[config.mk]
export PLATFORM = sky130hd
export DESIGN_NAME = csr_file
export DESIGN_NICKNAME = d
export VERILOG_FILES = /design/src/rtl/csr_pkg.sv /design/src/rtl/csr_counter64.sv /design/src/rtl/csr_file.sv
export SDC_FILE = /design/constraint.sdc
export NUM_CORES = 1
export LEC_CHECK = 0
export ABC_AREA = 1
export CORE_ASPECT_RATIO = 0.75
export CORE_MARGIN = 8
export CORE_UTILIZATION = 35
export DETAILED_ROUTE_END_ITERATION = 7
export HOLD_SLACK_MARGIN = 0.12
export SLEW_MARGIN = 20
export SYNTH_ARGS = -nofsm -noshare
export SYNTH_HDL_FRONTEND = slang
export SYNTH_SLANG_ARGS = --single-unit
[constraint.sdc]
create_clock -name clk_i -period 9.25 [get_ports clk_i]
set_clock_uncertainty 0.1 [all_clocks]
set_input_delay 2.3125 -clock clk_i [delete_from_list [all_inputs] [get_ports clk_i]]
set_output_delay 2.3125 -clock clk_i [all_outputs]
set_load 0.03 [all_outputs]
[src/rtl/csr_pkg.sv]
// -----------------------------------------------------------------------------
// csr_pkg
// Shared definitions for the machine-mode CSR file:
//   - CSR address constants for every implemented register
//   - CSR operation encodings (funct3[1:0])
//   - mstatus bit positions
//   - synchronous exception cause codes
//   - helper that applies a CSR read-modify-write operation
// -----------------------------------------------------------------------------
package csr_pkg;

    // Machine-mode trap setup / handling
    localparam logic [11:0] CSR_MSTATUS   = 12'h300;
    localparam logic [11:0] CSR_MISA      = 12'h301;
    localparam logic [11:0] CSR_MIE       = 12'h304;
    localparam logic [11:0] CSR_MTVEC     = 12'h305;
    localparam logic [11:0] CSR_MSCRATCH  = 12'h340;
    localparam logic [11:0] CSR_MEPC      = 12'h341;
    localparam logic [11:0] CSR_MCAUSE    = 12'h342;
    localparam logic [11:0] CSR_MTVAL     = 12'h343;
    localparam logic [11:0] CSR_MIP       = 12'h344;

    // Machine counters (writable)
    localparam logic [11:0] CSR_MCYCLE    = 12'hB00;
    localparam logic [11:0] CSR_MINSTRET  = 12'hB02;
    localparam logic [11:0] CSR_MCYCLEH   = 12'hB80;
    localparam logic [11:0] CSR_MINSTRETH = 12'hB82;

    // User-level read-only counter aliases
    localparam logic [11:0] CSR_CYCLE     = 12'hC00;
    localparam logic [11:0] CSR_INSTRET   = 12'hC02;
    localparam logic [11:0] CSR_CYCLEH    = 12'hC80;
    localparam logic [11:0] CSR_INSTRETH  = 12'hC82;

    // Machine information registers (read-only)
    localparam logic [11:0] CSR_MVENDORID = 12'hF11;
    localparam logic [11:0] CSR_MARCHID   = 12'hF12;
    localparam logic [11:0] CSR_MIMPID    = 12'hF13;
    localparam logic [11:0] CSR_MHARTID   = 12'hF14;

    // CSR operation, taken from funct3[1:0] of the CSR instruction
    typedef enum logic [1:0] {
        OP_NONE = 2'b00,
        OP_RW   = 2'b01,
        OP_RS   = 2'b10,
        OP_RC   = 2'b11
    } csr_op_e;

    // mstatus fields that exist in this machine-only implementation
    localparam int MSTATUS_MIE    = 3;
    localparam int MSTATUS_MPIE   = 7;
    localparam int MSTATUS_MPP_LO = 11;
    localparam int MSTATUS_MPP_HI = 12;

    // Synchronous exception causes raised by the pipeline
    localparam logic [31:0] CAUSE_INST_MISALIGNED  = 32'd0;
    localparam logic [31:0] CAUSE_ILLEGAL_INST     = 32'd2;
    localparam logic [31:0] CAUSE_LOAD_MISALIGNED  = 32'd4;
    localparam logic [31:0] CAUSE_STORE_MISALIGNED = 32'd6;

    // Counter instance indices inside csr_file
    localparam int NUM_CNT     = 2;
    localparam int CNT_CYCLE   = 0;
    localparam int CNT_INSTRET = 1;

    // New CSR value produced by a read-modify-write operation
    function automatic logic [31:0] csr_apply_op(
        input csr_op_e     op,
        input logic [31:0] old_val,
        input logic [31:0] operand
    );
        logic [31:0] result;
        case (op)
            OP_RW:   result = operand;
            OP_RS:   result = old_val | operand;
            OP_RC:   result = old_val & ~operand;
            default: result = old_val;
        endcase
        return result;
    endfunction

endpackage

[src/rtl/csr_counter64.sv]
// -----------------------------------------------------------------------------
// csr_counter64
// 64-bit free-running counter with an increment enable and independent
// 32-bit write ports for the low and high halves.
//   clk_i     clock
//   rst_i     synchronous active-low reset, clears the counter
//   inc_i     add one this cycle
//   wr_lo_i   load wdata_i into bits [31:0]
//   wr_hi_i   load wdata_i into bits [63:32]
//   wdata_i   write value
//   count_o   current count
// A written half takes the written value as-is (no increment applied); the
// other half takes its part of count+inc so that a carry out of a written
// low half still reaches the high half consistently.
// -----------------------------------------------------------------------------
module csr_counter64 (
    input  logic        clk_i,
    input  logic        rst_i,
    input  logic        inc_i,
    input  logic        wr_lo_i,
    input  logic        wr_hi_i,
    input  logic [31:0] wdata_i,
    output logic [63:0] count_o
);

    logic [63:0] count_reg;
    logic [63:0] count_next;
    logic [63:0] count_inc;

    always_comb begin
        count_inc  = count_reg + {63'd0, inc_i};
        count_next = count_inc;
        if (wr_lo_i) begin
            count_next[31:0] = wdata_i;
        end
        if (wr_hi_i) begin
            count_next[63:32] = wdata_i;
        end
    end

    always_ff @(posedge clk_i) begin
        if (!rst_i) begin
            count_reg <= '0;
        end else begin
            count_reg <= count_next;
        end
    end

    assign count_o = count_reg;

endmodule

[src/rtl/csr_file.sv]
// -----------------------------------------------------------------------------
// csr_file
// Machine-mode CSR register file and trap-state holder. Writeback issues CSR
// accesses, trap entries and MRETs; this block returns the old CSR value,
// flags illegal accesses and owns the cycle / instret counters.
//   clk_i        clock
//   rst_i        synchronous active-low reset
//   addr_i       CSR address
//   data_i       write operand (rs1 or zero-extended uimm)
//   op_i         01 RW, 10 RS, 11 RC, 00 none
//   is_csr_i     valid CSR instruction in writeback
//   we_exc_i     trap entry this cycle
//   mcause_d_i   cause latched on trap
//   mepc_d_i     faulting PC latched on trap
//   mtval_d_i    trap value latched on trap
//   mret_i       MRET in writeback
//   retire_i     an instruction retires this cycle
//   data_out_o   pre-write CSR value (combinational)
//   mtvec_o      current mtvec (registered)
//   mepc_o       current mepc, MRET target (registered)
//   illegal_o    illegal CSR access (combinational)
// -----------------------------------------------------------------------------
module csr_file
    import csr_pkg::*;
#(
    parameter logic [31:0] HART_ID     = 32'd0,
    parameter logic [31:0] MISA_VALUE  = 32'h4000_0100,
    parameter logic [31:0] MTVEC_RESET = 32'h0000_0000
) (
    input  logic        clk_i,
    input  logic        rst_i,
    input  logic [11:0] addr_i,
    input  logic [31:0] data_i,
    input  logic [1:0]  op_i,
    input  logic        is_csr_i,
    input  logic        we_exc_i,
    input  logic [31:0] mcause_d_i,
    input  logic [31:0] mepc_d_i,
    input  logic [31:0] mtval_d_i,
    input  logic        mret_i,
    input  logic        retire_i,
    output logic [31:0] data_out_o,
    output logic [31:0] mtvec_o,
    output logic [31:0] mepc_o,
    output logic        illegal_o
);

    // ------------------------------------------------------------------
    // Architectural state
    // ------------------------------------------------------------------
    logic        mstatus_mie_reg,  mstatus_mie_next;
    logic        mstatus_mpie_reg, mstatus_mpie_next;
    logic [31:0] mie_reg,      mie_next;
    logic [31:0] mtvec_reg,    mtvec_next;
    logic [31:0] mscratch_reg, mscratch_next;
    logic [31:0] mepc_reg,     mepc_next;
    logic [31:0] mcause_reg,   mcause_next;
    logic [31:0] mtval_reg,    mtval_next;

    csr_op_e     op;
    logic [31:0] mstatus_rd;
    logic [31:0] rdata;
    logic        addr_impl;
    logic        write_attempt;
    logic        illegal;
    logic        csr_wr_en;
    logic [31:0] wval;

    // Counter plumbing, indexed by CNT_CYCLE / CNT_INSTRET
    logic [NUM_CNT-1:0] cnt_inc;
    logic [NUM_CNT-1:0] cnt_wr_lo;
    logic [NUM_CNT-1:0] cnt_wr_hi;
    logic [63:0]        cnt_val [NUM_CNT];

    assign op = csr_op_e'(op_i);

    // ------------------------------------------------------------------
    // Read path: zero-latency mux; also identifies implemented addresses
    // ------------------------------------------------------------------
    always_comb begin
        mstatus_rd                                = '0;
        mstatus_rd[MSTATUS_MPP_HI:MSTATUS_MPP_LO] = 2'b11;
        mstatus_rd[MSTATUS_MPIE]                  = mstatus_mpie_reg;
        mstatus_rd[MSTATUS_MIE]                   = mstatus_mie_reg;
    end

    always_comb begin
        rdata     = '0;
        addr_impl = 1'b1;
        case (addr_i)
            CSR_MSTATUS:                 rdata = mstatus_rd;
            CSR_MISA:                    rdata = MISA_VALUE;
            CSR_MIE:                     rdata = mie_reg;
            CSR_MTVEC:                   rdata = mtvec_reg;
            CSR_MSCRATCH:                rdata = mscratch_reg;
            CSR_MEPC:                    rdata = mepc_reg;
            CSR_MCAUSE:                  rdata = mcause_reg;
            CSR_MTVAL:                   rdata = mtval_reg;
            CSR_MIP:                     rdata = '0;
            CSR_MCYCLE,   CSR_CYCLE:     rdata = cnt_val[CNT_CYCLE][31:0];
            CSR_MCYCLEH,  CSR_CYCLEH:    rdata = cnt_val[CNT_CYCLE][63:32];
            CSR_MINSTRET, CSR_INSTRET:   rdata = cnt_val[CNT_INSTRET][31:0];
            CSR_MINSTRETH, CSR_INSTRETH: rdata = cnt_val[CNT_INSTRET][63:32];
            CSR_MVENDORID, CSR_MARCHID, CSR_MIMPID: rdata = '0;
            CSR_MHARTID:                 rdata = HART_ID;
            default:                     addr_impl = 1'b0;
        endcase
    end

    // ------------------------------------------------------------------
    // Access legality and write value
    // ------------------------------------------------------------------
    // RS/RC with a zero operand only reads, so it is legal on read-only CSRs.
    assign write_attempt = (op == OP_RW) ||
                           (((op == OP_RS) || (op == OP_RC)) && (data_i != 32'd0));

    // Address space 0xC00-0xFFF is read-only by encoding.
    assign illegal = is_csr_i &&
                     (!addr_impl || ((addr_i[11:10] == 2'b11) && write_attempt));

    assign csr_wr_en = is_csr_i && (op != OP_NONE) && !illegal && !we_exc_i;
    assign wval      = csr_apply_op(op, rdata, data_i);

    // ------------------------------------------------------------------
    // Next-state: trap entry > MRET > CSR write
    // ------------------------------------------------------------------
    always_comb begin
        mstatus_mie_next  = mstatus_mie_reg;
        mstatus_mpie_next = mstatus_mpie_reg;
        mie_next          = mie_reg;
        mtvec_next        = mtvec_reg;
        mscratch_next     = mscratch_reg;
        mepc_next         = mepc_reg;
        mcause_next       = mcause_reg;
        mtval_next        = mtval_reg;

        if (we_exc_i) begin
            mepc_next         = mepc_d_i & ~32'h3;
            mcause_next       = mcause_d_i;
            mtval_next        = mtval_d_i;
            mstatus_mpie_next = mstatus_mie_reg;
            mstatus_mie_next  = 1'b0;
        end else begin
            if (mret_i) begin
                mstatus_mie_next  = mstatus_mpie_reg;
                mstatus_mpie_next = 1'b1;
            end else if (csr_wr_en && (addr_i == CSR_MSTATUS)) begin
                mstatus_mie_next  = wval[MSTATUS_MIE];
                mstatus_mpie_next = wval[MSTATUS_MPIE];
            end

            if (csr_wr_en) begin
                case (addr_i)
                    CSR_MIE:      mie_next      = wval;
                    CSR_MTVEC:    mtvec_next    = wval & ~32'h3;
                    CSR_MSCRATCH: mscratch_next = wval;
                    CSR_MEPC:     mepc_next     = wval & ~32'h3;
                    CSR_MCAUSE:   mcause_next   = wval;
                    CSR_MTVAL:    mtval_next    = wval;
                    default:      ;
                endcase
            end
        end
    end

    always_ff @(posedge clk_i) begin
        if (!rst_i) begin
            mstatus_mie_reg  <= 1'b0;
            mstatus_mpie_reg <= 1'b0;
            mie_reg          <= '0;
            mtvec_reg        <= MTVEC_RESET;
            mscratch_reg     <= '0;
            mepc_reg         <= '0;
            mcause_reg       <= '0;
            mtval_reg        <= '0;
        end else begin
            mstatus_mie_reg  <= mstatus_mie_next;
            mstatus_mpie_reg <= mstatus_mpie_next;
            mie_reg          <= mie_next;
            mtvec_reg        <= mtvec_next;
            mscratch_reg     <= mscratch_next;
            mepc_reg         <= mepc_next;
            mcause_reg       <= mcause_next;
            mtval_reg        <= mtval_next;
        end
    end

    // ------------------------------------------------------------------
    // 64-bit counters
    // ------------------------------------------------------------------
    // A trapping instruction does not retire, so trap entry masks retire_i.
    assign cnt_inc[CNT_CYCLE]   = 1'b1;
    assign cnt_inc[CNT_INSTRET] = retire_i && !we_exc_i;

    assign cnt_wr_lo[CNT_CYCLE]   = csr_wr_en && (addr_i == CSR_MCYCLE);
    assign cnt_wr_hi[CNT_CYCLE]   = csr_wr_en && (addr_i == CSR_MCYCLEH);
    assign cnt_wr_lo[CNT_INSTRET] = csr_wr_en && (addr_i == CSR_MINSTRET);
    assign cnt_wr_hi[CNT_INSTRET] = csr_wr_en && (addr_i == CSR_MINSTRETH);

    generate
        for (genvar gi = 0; gi < NUM_CNT; gi++) begin : g_cnt
            csr_counter64 u_cnt (
                .clk_i   (clk_i),
                .rst_i   (rst_i),
                .inc_i   (cnt_inc[gi]),
                .wr_lo_i (cnt_wr_lo[gi]),
                .wr_hi_i (cnt_wr_hi[gi]),
                .wdata_i (wval),
                .count_o (cnt_val[gi])
            );
        end
    endgenerate

    // ------------------------------------------------------------------
    // Outputs
    // ------------------------------------------------------------------
    assign data_out_o = rdata;
    assign illegal_o  = illegal;
    assign mtvec_o    = mtvec_reg;
    assign mepc_o     = mepc_reg;

endmodule

### Word-level counts from Yosys, hierarchy flattened

Index checks and enable logic that the tools add are counted.

| operators by class | value |
|---|---|
| add/sub/neg operators | 2 |
| eq/ne operators | 25 |
| multiplexer cells | 21 |
| bitwise gates (word level) | 5 |
| reduce and logical (&&, ||, !) cells | 38 |

Operators with widths:

| operator | number |
|---|---|
| 2-to-1 mux 32 bit | 13 |
| case mux 32 bit (12 select lines) | 1 |
| == test 12 bit, second input constant | 12 |
| == test 12 x 10 -> 1 bit, second input constant | 9 |
| case mux 32 bit (3 select lines) | 1 |
| adder 64 x 1 -> 64 bit | 1 |
| adder 64 x 1 -> 64 bit, second input constant | 1 |
| AND 32 bit | 1 |
| inverter 32 bit | 1 |
| bitwise OR 32 bit | 1 |
| nonzero test 32 bit | 1 |
| OR reduction 21 bit | 1 |
| logical AND 1 bit | 12 |
| nonzero test 2 bit | 6 |
| OR reduction 2 bit | 5 |
| AND reduction 3 bit | 3 |
| == test 2 bit, second input constant | 3 |
| 2-to-1 mux 1 bit | 6 |
| AND reduction 2 bit | 3 |
| logical NOT 1 bit | 3 |
| logical OR 1 bit | 3 |
| nonzero test 3 bit | 1 |
| == test 2 x 1 -> 1 bit, second input constant | 1 |
| inverter 1 bit | 2 |

| word-level totals | value |
|---|---|
| bits in registers | 318 |
| input bits | 148 |
| output and inout bits | 97 |
| logic and storage cells | 101 |

### Longest topological paths before layout

| depth | value |
|---|---|
| depth in word-level cells | 14 |
| mapped depth | 17 |
| depth with buffers taken out | 16 |

### Hierarchy

Synthesis repeated with hierarchy kept, for this count alone.

| unflattened totals | value |
|---|---|
| cell total of the unflattened synthesis | 3789 |
| area total of the unflattened synthesis | 21612.0 um2 |

Modules (own cells, without submodules):

| module | times used | cells an instance | area each (um2) | sequential area each (um2) |
|---|---|---|---|---|
| csr_file | 1 | 2244 | 12583.3 | 3803.6 |
| csr_counter64 (g_cnt[0].u_cnt) | 1 | 771 | 4528.1 | 1281.2 |
| csr_counter64 (g_cnt[1].u_cnt) | 1 | 774 | 4500.6 | 1281.2 |

### Least setup slack after synthesis

OpenSTA, ideal clock, no wires.

| path | value |
|---|---|
| kind | input-to-output |
| start | input addr_i[9] |
| end | output data_out_o[15] |
| arrival time | 3.834 ns |
| required time | 6.838 ns |
| setup slack | 3.004 ns |
| cell stages on the path | 9 |
| path buffers | 1 |
| cells stage by stage | nand2_1 > inv_2 > nand2_1 > nor2_4 > nand2_1 > clkinv_1 > buf_2 > a2111oi_0 > nand3_1 |

| between the ends | value |
|---|---|
| word-level cells in the longest chain between the ends | 3 |
| elaborated cells between the ends (all ways) | 21 |
| those cells by class | eq/ne (16); mux (1); reduce/logical (4) |

RTL lines:

| item | RTL line | text |
|---|---|---|
| from (decl) | csr_file.sv:32 | `input logic [11:0] addr_i,` |
| == test 12 bit | csr_file.sv:90 | `case (addr_i)` |
| OR reduction 2 bit (on tied branches) | n/a |  |
| case mux 32 bit (12 select lines) * | csr_file.sv:90 |  |
| to (decl) | csr_file.sv:42 | `output logic [31:0] data_out_o,` |

Mark *: on every way between the ends. The rest lies on a longest branch, timed or not.

### Final worst setup path

| path | value |
|---|---|
| start | input addr_i[3] |
| end | output data_out_o[17] |

The elaborated chain is that of the path after synthesis.

==> results.txt <==
outcome: finished clean
GP Congestion: 1.03
clock latency at the later pin of the worst-skew pair: 0.59 ns
Area contributors post-synth: dfxtp_1 32%, nand2_1 19%, nor2_1 13%
synth unique cells: 34
#FFs+latches synth: 318
crit-path cells: clkdlybuf4s50_1, nor2_2, nand2_1, nor2_1, nand2_1, inv_1, nand2_1, and3_1, nand3_1, clkdlybuf4s50_1
Synth Area per Inst: 5.88 sq um
vias per cell: 5.36
die width: 289 um
postcts setup bufs: 0
first-pass GRT wire length: 141,000 um
worst path bufs/invs: 3
Seq/Total Area, Yosys: 32.4%
post-route setup TNS: 0 ns
max reg flops: 128
largest net degree at the start of global routing: 101
RSZ-0062 raised after global routing: false
CP Launch Type: input pin
Yosys top cell area share: 32.4%
CP Depth: 10
Routed WL: 97,300 um
Final Hold Fails: 0
Synth Cell Area: 0.0196 sq mm
cell family with most CP delay: simple AND/OR/NAND/NOR gates
Post-CTS Resized: 0
DRC: 0
layout cell share with drive strength beyond 1: 3.69%
worst setup path startpoint: addr_i[3]
NumNets Final: 3,651
Ant. Diodes: 0
Final Cycle Share: 89.0%
critical path class: in2out
vias in the first global route: 21.0k
RR Endpoint: g_cnt[0].u_cnt.count_o[48]
register area: 0.00637 sq mm
most common cell after layout, fill and taps aside: nand2_1
fillcell total: 6,203
Die ar.: 0.0640 sq mm
All-Layer GR Usage: 29.1%
commonest cells after routing, fill and taps aside: 973 x nand2_1, 691 x nor2_1, 318 x dfxtp_1
GRT busiest layer: met1
leakage: 9.21 nW
Via Count: 22.8k
Worst-Margin Slew: 0.981 ns
min cycle time layout: 8.23 ns
total placed cells including tap cells: 4,193
initial core utilization: 35.3%
Max FO, Critical Path: 16
total global routing overflow: 0
# hold bufs at CTS: 0
Post-synth EDFFs: 0
max_cap viols: 0
Critical Path End Type: output port
cell accounting for the most synthesized area: dfxtp_1
met1 Use GR: 42.8%
Setup-failing EPs final: 0
Worst-path clk slew: 0.06 ns
Max clock buf depth: 3
slowest cell on the critical path: clkdlybuf4s50_1
worst IR drop on VDD: 0.000127 V
dpl hpwl: 75,500 um
antenna violations before repair: 3
Hold Crit Class: reg2reg
met3 Usage GRT: 6.83%
clock sinks: 318
max-slew violations: 0
GRT met2 Usage: 42.1%
largest stage delay on the critical path: 0.71 ns
Pwr Density: 138 mW/mm^2
fmax: 121 MHz
Pre-antenna DRT Iters: 6
htree depth: 2
Post-Syn Instances: 3,340
# rows: 75
TritonCTS clock tree: yes
YS warnings: 0
CP required: 6.84 ns
cells on worst reg2reg path: 9
Post-Layout Cell Count: 4,256
predominant post-synthesis flop cell: dfxtp_1
flop2flop setup slack: 5.44 ns
core area: 0.0556 sq mm
reg2reg start: g_cnt[0].u_cnt.count_o[0]
Die H: 221 um
CP dominant cell by count: nand2_1
Buffers on Ports: 238
crit path to: data_out_o[17]
Async S/R FF share, synth: 0%
final antenna-violating net count: 0
CTS buffer count: 36
multi-input gate area in the final layout: 0.0116 sq mm
Area growth, synth to finish: 21.1%
Routed WL per cell: 22.9 um
I/O Pins: 245
CP arrival: 5.82 ns
Slew Limit Headroom: 34.6%
Iter 0 DRT Violations: 2,983
Root Driver: clkbuf_16
-- cell usage after synthesis (4+ instances only) --
cell / number
nor4_1: 7
o21ai_0: 249
inv_2: 12
clkbuf_1: 97
xor2_1: 113
buf_2: 43
nor3_1: 101
a221oi_1: 7
nand3_1: 149
nor2_4: 4
o21ai_1: 33
nand2_1: 973
xnor2_1: 10
and3_1: 7
a21oi_1: 170
buf_1: 7
buf_4: 5
nand4_1: 38
nor2_2: 11
o22ai_1: 5
dfxtp_1: 318
inv_1: 263
nor2_1: 694
nor3b_1: 7
-- per-stage QoR --
stage | power [mW] | utilization, % | hold slack [ns] | setup WS [ns] | area [sq um]
final | 3.29 | 42.7 | 0.365 | 1.02 | 23800
after floorplan | 1.62 | - | 0.339 | 3.00 | 19600
after global routing | 3.38 | 42.7 | 0.393 | 0.898 | 23800
after detailed placement | 1.79 | 40.6 | 0.361 | 1.09 | 22600
after CTS | 3.29 | 42.7 | 0.370 | 1.08 | 23800
after global placement | 1.79 | 40.6 | 0.350 | 1.14 | 22600
-- final cells by class --
| class | count | share of cell area (%) |
|---|---|---|
| clock buffer | 50 | 4.22 |
| clock inverter | 13 | 0.831 |
| inverter | 277 | 4.39 |
| multi-input combinational | 2596 | 48.8 |
| sequential | 318 | 26.8 |
| tap | 731 | 3.85 |
| timing repair buffer | 271 | 11.1 |
-- logic make-up (layout without fill, tap and decap cells) --
kind of cell	Yosys count	after routing	synth area share [%]
adders and majority gates	3	3	0.191
DFF	318	318	32.4
xor gates and xnor gates	123	123	5.49
and+or+nand+nor	1997	1997	41.1
AOI/OAI and AO/OA	469	469	12.2
buffers and inverters	429	611	8.57
other	1	4	0.0191
-- worst min-delay path: cells and delay by family (launching register included) --
family	cells	cell delay, ns
simple gates	1	0.06
compound gates	1	0.05
flops	1	0.31
-- worst min-delay path by stage --
stage / from / endpoint / slack, ns / depth (start not counted)
after floorplan: mcause_reg[1] / mcause_reg[1] / 0.34 / 2
after global placement: mtval_reg[1] / mtval_reg[1] / 0.35 / 2
after detailed placement: mtval_reg[1] / mtval_reg[1] / 0.36 / 2
after CTS: mcause_reg[1] / mcause_reg[1] / 0.37 / 2
after global routing: mtval_reg[0] / mtval_reg[0] / 0.39 / 2
final: mcause_reg[1] / mcause_reg[1] / 0.37 / 2
-- report_power, final --
| part | internal, mW | switching (mW) | total [mW] |
|---|---|---|---|
| logic | 0.120 | 0.217 | 0.337 |
| registers | 1.40 | 0.0261 | 1.43 |
| clock network | 0.856 | 0.670 | 1.53 |
-- routing by layer --
layer | part of all wire (%) | up-vias
li1 | - | 10857
met1 | 45 | 10663
met2 | 41 | 1160
met3 | 11 | 130
met4 | 2.5 | 4
met5 | 0.031 | -
(Power assumes the default switching activity.)
